===== src/rtl/sobel_window_scheduler.sv =====
// sobel_window_scheduler
//   Walks a frame in raster order one 8-pixel window at a time. For each window it
//   fetches gray groups into the 3x8 window buffer, fires one Sobel compute strobe
//   per output pixel, and slides the window right by one group between windows.
//
// Ports
//   clk, n_rst                        clock, async active-low reset
//   start                             frame start pulse (IDLE only)
//   fetch_req/fetch_ack               gray-group request handshake
//   fetch_row/fetch_grp               address of the requested group
//   fill_line/fill_half               window slot the group lands in
//   shift_win                         window copies right half into left half
//   compute_start/compute_done        Sobel kernel strobe / completion
//   comp_pos/out_row/out_col          window offset and image position of the output
//   busy/frame_done                   frame status
//
// Every output is a flop loaded from the next-state view of the FSM, so nothing
// reaches an output combinationally from an input.
module sobel_window_scheduler #(
    parameter  int IMG_W = 16,
    parameter  int IMG_H = 4,
    localparam int G     = IMG_W / 4,
    localparam int ROW_W = $clog2(IMG_H),
    localparam int GRP_W = $clog2(G),
    localparam int COL_W = $clog2(IMG_W)
) (
    input  logic             clk,
    input  logic             n_rst,
    input  logic             start,
    output logic             fetch_req,
    output logic [ROW_W-1:0] fetch_row,
    output logic [GRP_W-1:0] fetch_grp,
    output logic [1:0]       fill_line,
    output logic             fill_half,
    input  logic             fetch_ack,
    output logic             shift_win,
    output logic             compute_start,
    output logic [1:0]       comp_pos,
    output logic [ROW_W-1:0] out_row,
    output logic [COL_W-1:0] out_col,
    input  logic             compute_done,
    output logic             busy,
    output logic             frame_done
);

    typedef enum logic [2:0] {
        S_IDLE, S_FETCH, S_SHIFT, S_COMPUTE, S_WAIT, S_DONE
    } state_t;

    localparam logic [GRP_W-1:0] G_LAST = GRP_W'(G - 2);
    localparam logic [ROW_W-1:0] R_LAST = ROW_W'(IMG_H - 2);

    state_t           state_q, state_d;
    logic [ROW_W-1:0] r_q, r_d;
    logic [GRP_W-1:0] g_q, g_d;
    logic [2:0]       f_q, f_d;
    logic [1:0]       k_q, k_d;
    logic             full_q, full_d;

    // Slot index within the six-slot full-load order. A partial load is the
    // tail of that order (slots 3..5), so one decoder serves both load kinds.
    logic [2:0]       e_q, e_d;

    logic             fetch_req_q, fetch_req_d;
    logic [ROW_W-1:0] fetch_row_q, fetch_row_d;
    logic [GRP_W-1:0] fetch_grp_q, fetch_grp_d;
    logic [1:0]       fill_line_q, fill_line_d;
    logic             fill_half_q, fill_half_d;
    logic             shift_win_q, shift_win_d;
    logic             compute_start_q, compute_start_d;
    logic [1:0]       comp_pos_q, comp_pos_d;
    logic [ROW_W-1:0] out_row_q, out_row_d;
    logic [COL_W-1:0] out_col_q, out_col_d;
    logic             busy_q, busy_d;
    logic             frame_done_q, frame_done_d;

    assign e_q = full_q ? f_q : f_q + 3'd3;

    // State, counters and registered outputs
    always_ff @(posedge clk or negedge n_rst) begin
        if (!n_rst) begin
            state_q         <= S_IDLE;
            r_q             <= '0;
            g_q             <= '0;
            f_q             <= '0;
            k_q             <= '0;
            full_q          <= 1'b0;
            fetch_req_q     <= 1'b0;
            fetch_row_q     <= '0;
            fetch_grp_q     <= '0;
            fill_line_q     <= '0;
            fill_half_q     <= 1'b0;
            shift_win_q     <= 1'b0;
            compute_start_q <= 1'b0;
            comp_pos_q      <= '0;
            out_row_q       <= '0;
            out_col_q       <= '0;
            busy_q          <= 1'b0;
            frame_done_q    <= 1'b0;
        end else begin
            state_q         <= state_d;
            r_q             <= r_d;
            g_q             <= g_d;
            f_q             <= f_d;
            k_q             <= k_d;
            full_q          <= full_d;
            fetch_req_q     <= fetch_req_d;
            fetch_row_q     <= fetch_row_d;
            fetch_grp_q     <= fetch_grp_d;
            fill_line_q     <= fill_line_d;
            fill_half_q     <= fill_half_d;
            shift_win_q     <= shift_win_d;
            compute_start_q <= compute_start_d;
            comp_pos_q      <= comp_pos_d;
            out_row_q       <= out_row_d;
            out_col_q       <= out_col_d;
            busy_q          <= busy_d;
            frame_done_q    <= frame_done_d;
        end
    end

    // Next state and counters
    always_comb begin
        state_d = state_q;
        r_d     = r_q;
        g_d     = g_q;
        f_d     = f_q;
        k_d     = k_q;
        full_d  = full_q;
        unique case (state_q)
            S_IDLE: begin
                if (start) begin
                    r_d     = ROW_W'(1);
                    g_d     = '0;
                    f_d     = '0;
                    full_d  = 1'b1;
                    state_d = S_FETCH;
                end
            end
            S_FETCH: begin
                if (fetch_ack && fetch_req_q) begin
                    if (e_q == 3'd5) begin
                        k_d     = '0;
                        f_d     = '0;
                        state_d = S_COMPUTE;
                    end else begin
                        f_d = f_q + 3'd1;
                    end
                end
            end
            S_COMPUTE: state_d = S_WAIT;
            S_WAIT: begin
                if (compute_done) begin
                    if (k_q != 2'd3) begin
                        k_d     = k_q + 2'd1;
                        state_d = S_COMPUTE;
                    end else if (g_q < G_LAST) begin
                        state_d = S_SHIFT;
                    end else if (r_q < R_LAST) begin
                        r_d     = r_q + ROW_W'(1);
                        g_d     = '0;
                        f_d     = '0;
                        full_d  = 1'b1;
                        state_d = S_FETCH;
                    end else begin
                        state_d = S_DONE;
                    end
                end
            end
            S_SHIFT: begin
                g_d     = g_q + GRP_W'(1);
                f_d     = '0;
                full_d  = 1'b0;
                state_d = S_FETCH;
            end
            S_DONE:  state_d = S_IDLE;
            default: state_d = S_IDLE;
        endcase
    end

    // Output decode from the next state; registered above
    always_comb begin
        e_d             = full_d ? f_d : f_d + 3'd3;
        fetch_req_d     = 1'b0;
        fetch_row_d     = '0;
        fetch_grp_d     = '0;
        fill_line_d     = '0;
        fill_half_d     = 1'b0;
        comp_pos_d      = '0;
        out_row_d       = '0;
        out_col_d       = '0;
        shift_win_d     = (state_d == S_SHIFT);
        compute_start_d = (state_d == S_COMPUTE);
        frame_done_d    = (state_d == S_DONE);
        busy_d          = (state_d != S_IDLE);
        if (state_d == S_FETCH) begin
            fetch_req_d = 1'b1;
            fill_half_d = (e_d >= 3'd3);
            fill_line_d = fill_half_d ? 2'(e_d - 3'd3) : e_d[1:0];
            fetch_row_d = r_d - ROW_W'(1) + ROW_W'(fill_line_d);
            fetch_grp_d = g_d + GRP_W'(fill_half_d);
        end
        // Position stays valid through WAIT so the kernel may sample it late
        if (state_d == S_COMPUTE || state_d == S_WAIT) begin
            comp_pos_d = k_d;
            out_row_d  = r_d;
            out_col_d  = COL_W'({g_d, 2'b00}) + COL_W'(k_d) + COL_W'(1);
        end
    end

    assign fetch_req     = fetch_req_q;
    assign fetch_row     = fetch_row_q;
    assign fetch_grp     = fetch_grp_q;
    assign fill_line     = fill_line_q;
    assign fill_half     = fill_half_q;
    assign shift_win     = shift_win_q;
    assign compute_start = compute_start_q;
    assign comp_pos      = comp_pos_q;
    assign out_row       = out_row_q;
    assign out_col       = out_col_q;
    assign busy          = busy_q;
    assign frame_done    = frame_done_q;

endmodule


===== config.mk =====
export PLATFORM = sky130hd
export DESIGN_NAME = sobel_window_scheduler
export DESIGN_NICKNAME = d
export VERILOG_FILES = /design/src/rtl/sobel_window_scheduler.sv
export SDC_FILE = /design/constraint.sdc
export NUM_CORES = 1
export LEC_CHECK = 0
export ABC_AREA = 1
export CORE_AREA = 4 4 64 66
export CTS_BUF_LIST = sky130_fd_sc_hd__clkbuf_4 sky130_fd_sc_hd__clkbuf_8
export DETAILED_ROUTE_END_ITERATION = 16
export DIE_AREA = 0 0 68 70
export PLACE_DENSITY = 0.73
export SETUP_SLACK_MARGIN = 0.5
export SYNTH_ARGS = -nofsm -noshare
export SYNTH_HDL_FRONTEND = slang
export SYNTH_SLANG_ARGS = --single-unit

===== constraint.sdc =====
create_clock -name clk -period 2.8 [get_ports clk]
set_clock_uncertainty 0.2 [all_clocks]
set_input_delay 0.42 -clock clk [delete_from_list [all_inputs] [get_ports clk]]
set_output_delay 0.42 -clock clk [all_outputs]
set_load 0.005 [all_outputs]

* Word-level counts from Yosys, hierarchy flattened
Cells that the tools add are included. Widths: inputs -> output; s select.
Operators by class: add/sub/neg operators 12, $mul 0, div/mod/pow operators 0, order comparisons 3, equal/unequal tests 11, shifts and indexed selects 0, mux-type cells 50, bitwise operators 0, reductions and logical operators 4
Operator list (number):
- $mux 3 | 16
- $mux 2 | 20
- $pmux 3 s5 | 1
- $eq 3x2->1 const B | 4
- $eq 3x3->1 const B | 4
- $pmux 3 s4 | 1
- $pmux 2 s2 | 2
- $mux 1 | 7
- $add 2x1->2 const B | 3
- $add 3x2->3 const B | 2
- $eq 3x1->1 const B | 2
- $pmux 2 s3 | 1
- $add 4x1->4 const B | 1
- $add 4x2->4 | 1
- $lt 2x2->1 const B | 2
- $mux 4 | 1
- $add 3x1->3 const B | 1
- $ge 3x2->1 const B | 1
- $logic_not 3->1 | 1
- $pmux 1 s3 | 1
- $reduce_bool 3->1 | 1
- $add 2x1->2 | 1
- $add 2x2->2 | 1
- $ne 2x2->1 const B | 1
- 4 further kinds | 4
Word-level totals: flip-flop bits (word level) 33, bits in latches 0, RAM bits 0, memory bits (read-only) 0, input port bits 5, memories 0

* Longest topological paths before layout
depth in word-level cells 12, depth in mapped cells 23, depth with buffers taken out 23

* Worst setup path after synthesis
No wires, ideal clock.
kind register to register, from reg f_q[0], to reg fetch_row_q[1] (netlist: fetch_row[1]), arrival 2411 ps, data required time 2483 ps, setup slack 72 ps, stages on the path, launching flop included 23, period minus slack after synthesis 2728 ps, cell sequence dfrtp_1 inv_1 ha_1 nand3_1 nand2_1 nand2_1 nand2_1 nand2_1 nand2_2 nand2_2 inv_2 nand2_1 nand2_2 ha_1 inv_1 nand2_1 nor2_4 xor2_1 ha_1 xnor2_1 nand3_1 nand2_1 nor2_1
On the way: longest elaborated chain between the ends 12, elaborated cells between the ends (all ways) 23
Ends and longest elaborated chain:
- start: declaration | line 56 | logic [2:0] f_q, f_d;
- start signal: assignment | line 85 | f_q <= '0;
- start signal: assignment | line 104 | f_q <= f_d;
- $add 3x2->3 | line 77 | assign e_q = full_q ? f_q : f_q + 3'd3;
- $mux 3 | line 77
- $eq 3x3->1 | line 142 | if (e_q == 3'd5) begin
- $mux 3 | line 142
- $mux 3 | line 141 | if (fetch_ack && fetch_req_q) begin
- $pmux 3 s4 | line 130 | unique case (state_q)
- $add 3x2->3 | line 183 | e_d = full_d ? f_d : f_d + 3'd3;
- $mux 3 | line 183
- $ge 3x2->1 or $sub 2x2->2 (tied branches) | line 198, 199
- $mux 2 | line 199 | fill_line_d = fill_half_d ? 2'(e_d - 3'd3) : e_d[1:0];
- $add 2x2->2 | line 200 | fetch_row_d = r_d - ROW_W'(1) + ROW_W'(fill_line_d);
- $mux 2 * | line 196 | if (state_d == S_FETCH) begin
- via fetch_row_d[1] | line 65 | logic [ROW_W-1:0] fetch_row_q, fetch_row_d;
- end signal: assignment | line 108 | fetch_row_q <= fetch_row_d;
- end: declaration | line 65
The timed path passes the listed nets; every way through them passes the cells marked *.

* Worst setup path in the final report
from in start, to reg fetch_row_q[1] (netlist: fetch_row[1])
On the way: longest elaborated chain between the ends 8, elaborated cells between the ends (all ways) 17
Ends and longest elaborated chain:
- start: declaration | line 29 | input logic start,
- $mux 3 | line 132 | if (start) begin
- $pmux 3 s4 | line 130
- $add 3x2->3 | line 183
- $mux 3 | line 183
- $ge 3x2->1 or $sub 2x2->2 (tied branches) | line 198, 199
- $mux 2 | line 199
- $add 2x2->2 | line 200
- $mux 2 * | line 196
- via fetch_row_d[1] | line 65
Marks and branches as above.

==> run metrics <==
Critical Path Most Common Cell=buf_6; grt ovf=0; Die Span X=68 um; Post-Syn Nets=232; Avg Synthesized Cell Area=7.88 um2; min Tclk post-route=2830 ps; DR vias=1676; highest clock rate=353 MHz; gpl congestion=0.865; Worst setup SP type=input pin; LEAKAGE=0.00134 uW; mapped cell area=0.00173 mm2; Yosys reg bits=33; max-cap viol count=0; Starting Density=0.484; final hold vios=0; crit-path max cell delay=520 ps; Residual DRC=0; Post-Place Cell Area=0.00220 mm2; Arr. time, crit path=2860 ps; top-area cell type share of the netlist area=0.477; largest area contributor in the netlist=dfrtp_1; Ys Warns=0; global-route usage over all layers=0.199; Final period util=1.01; Bufs and invs on worst path=10; Avg WL per Cell=13.0 um; CP Class=input pin to flip-flop; Peak VDD IR=1570 uV; 1st-iter DRT viols=109; crit-path leading delay family=buffers and inverters; Worst Hold Class=input pin to async pin; Final nets=300; clk_lat worst skew=330 ps; first-pass GRT wire length=7200 um; synth unique cells=23; full die area=0.00476 mm2; Area growth, synth to finish=51.8%; final instance area=0.00263 mm2; slowest CP cell=clkdlybuf4s50_1; CTS H-tree depth=2; Worst Setup End Kind=flip-flop; max reg flops=4; share of layout cells above drive strength 1=0.394; core box area=0.00358 mm2; final setup violation count=1; outcome=finished with violations; vias in the first global route=1764; relative slew slack=0.596; Setup WS post-layout=-29.1 ps; largest net degree at the start of global routing=34; met3 Track Usage GR=0.0579; final non-filler cell total=337; die height=70 um; Most Crowded Layer GR=met2; crit-path cells=clkdlybuf4s50_1 > inv_1 > nand3_1 > nand2_1 > inv_2 > nand3_1 > nand2_2 > nand2_4 > inv_2 > nand2_2 > nand2_4 > buf_6 > nand2_4 > nand2_2 > nor2_4 > buf_4 > buf_6 > buf_6 > buf_6 > buf_6 > nand2_4 > nand2_2 > nor2_1 > nor2_1; launch point of the worst reg-to-reg path=state_q[0]; P per Cell Area=1270 mW/mm2; clock root cell=clkbuf_4; Setup WS pre-CTS=-341 ps; vias per std cell=4.97; met1 GRT Util=0.231; antenna cells=0; # clock sinks=33; row cnt=22; failing checks=negative setup slack; sequential cell area fraction in the yosys report=0.477; hold_ws=270 ps; Final Max Tran Viols=0; Placed Instances=308; area of the multi-input gates=962 um2; port bufs=24; DRT Pass-1 Iters=4; fillcell total=264; Post-DP HPWL=2820 um; CTS tree=done; met2 Resource Use GR=0.318; antenna viol nets, final=0; Setup crit start=start; initial antenna violation count=0; CTS max path bufs=2; Least-Margin Pin Slew=600 ps; CTS clk-pin slew, worst paths=100 ps; drt total wl=4390 um; cts bufs inserted=5; storage element area=828 um2; RSZ-0062 raised after global routing=true; crit path max fanout=3; Mapped Cells=220; top cells by area, synth=dfrtp_1 (48%), nand2_1 (10%), inv_1 (8.0%), nor2_1 (7.1%), ha_1 (5.1%); worst path required time=2840 ps; I/O pin count=25
## path summary, 6_finish.rpt
check / to / slack, ps / cells past startpoint
worst max-delay path: fetch_row[1] / -30 / 24
worst min-delay path: comp_pos[1] / 270 / 2
worst max register to register: fetch_row[1] / 10 / 24
worst min register to register: r_q[0] / 370 / 2
max in group asynchronous: state_q[1] / 1830 / 2
min in group clk: r_q[0] / 370 / 2
## through the flow
stage / utilization / setup TNS (ps) / total power (uW)
final: 0.735 / -29.1 / 3330
after floorplan: - / 0 / 1510
after global placement: 0.614 / -435 / 2030
after detailed placement: 0.614 / -634 / 2050
after CTS: 0.691 / 0 / 2860
after global routing: 0.735 / -334 / 3590
## per-layer routing
layer | wire length [um] | vias up
met3 | 211 | 16
met4 | 166 | 0
met2 | 2310 | 57
li1 | - | 812
met5 | 0 | -
met1 | 1710 | 791
## power by group
part           leakage, uW  switching (uW)  total, uW  internal, uW
logic             0.000874            1140       2370          1230
registers         0.000421            64.1        666           602
clock network    0.0000413             156        301           145
## final cells by class
cell class,instances,area share
Multi-Input combinational cell,143,0.366
Timing Repair Buffer,61,0.207
Inverter,44,0.0628
Tap cell,48,0.0228
Sequential cell,33,0.315
Clock inverter,1,0.00190
Clock buffer,7,0.0247
## layout by cell type, fill, tap and decap left out, types with 4 or more instances in the layout
cell,count
dfrtp_1,31
inv_1,30
nand2_1,30
buf_4,30
nor2_1,26
clkdlybuf4s50_1,24
nand2_2,17
inv_2,14
nand3_1,11
nor2_2,8
buf_6,7
o21ai_0,6
nand2_4,6
nand3_2,5
clkbuf_4,5
a21oi_1,4
ha_4,4
## worst reg2reg max path: stages (launching register included)
cell and delay, ps:
dfrtp_2 470, inv_1 120, nand2_1 110, nand2_2 80, nand2_1 100, inv_2 90, nand3_1 80, nand2_2 110
nand2_4 80, inv_2 60, nand2_2 50, nand2_4 70, buf_6 100, nand2_4 40, nand2_2 80, nor2_4 60
buf_4 130, buf_6 100, buf_6 100, buf_6 100, buf_6 110, nand2_4 40, nand2_2 50, nor2_1 100
nor2_1 60
## cell families after synthesis
kind of cell    Yosys count  share of synthesized area
simple gates            114                      0.297
buf+inv                  44                     0.0953
flops                    33                      0.477
compound gates           18                     0.0606
fa+ha+maj                 7                     0.0505
xor+xnor                  4                     0.0202
## cell usage after synthesis
cell type / number
a211o_1: 1
xnor2_1: 2
xor2_1: 2
nand4_1: 2
nor3_1: 3
dfrtp_1: 33
inv_1: 37
nand3_2: 3
a31o_2: 1
ha_1: 7
o21ai_0: 7
nand2_2: 7
nor2_1: 33
nor2_2: 3
nor2_4: 1
nand3_1: 14
nor3_2: 1
a32oi_1: 2
a21oi_1: 5
or2_1: 1
o21ai_1: 2
inv_2: 7
nand2_1: 46
## timing repair
| action | in CTS | in global routing |
|---|---|---|
| setup endpoints to repair | 14 | 15 |
| resized for setup | 22 | 34 |
| buffers inserted | 16 | 5 |
| hold endpoints to repair | 0 | 0 |
| pin swaps | 11 | 17 |
| hold buffers | 0 | 0 |
Power figures use the tool's default switching activity.
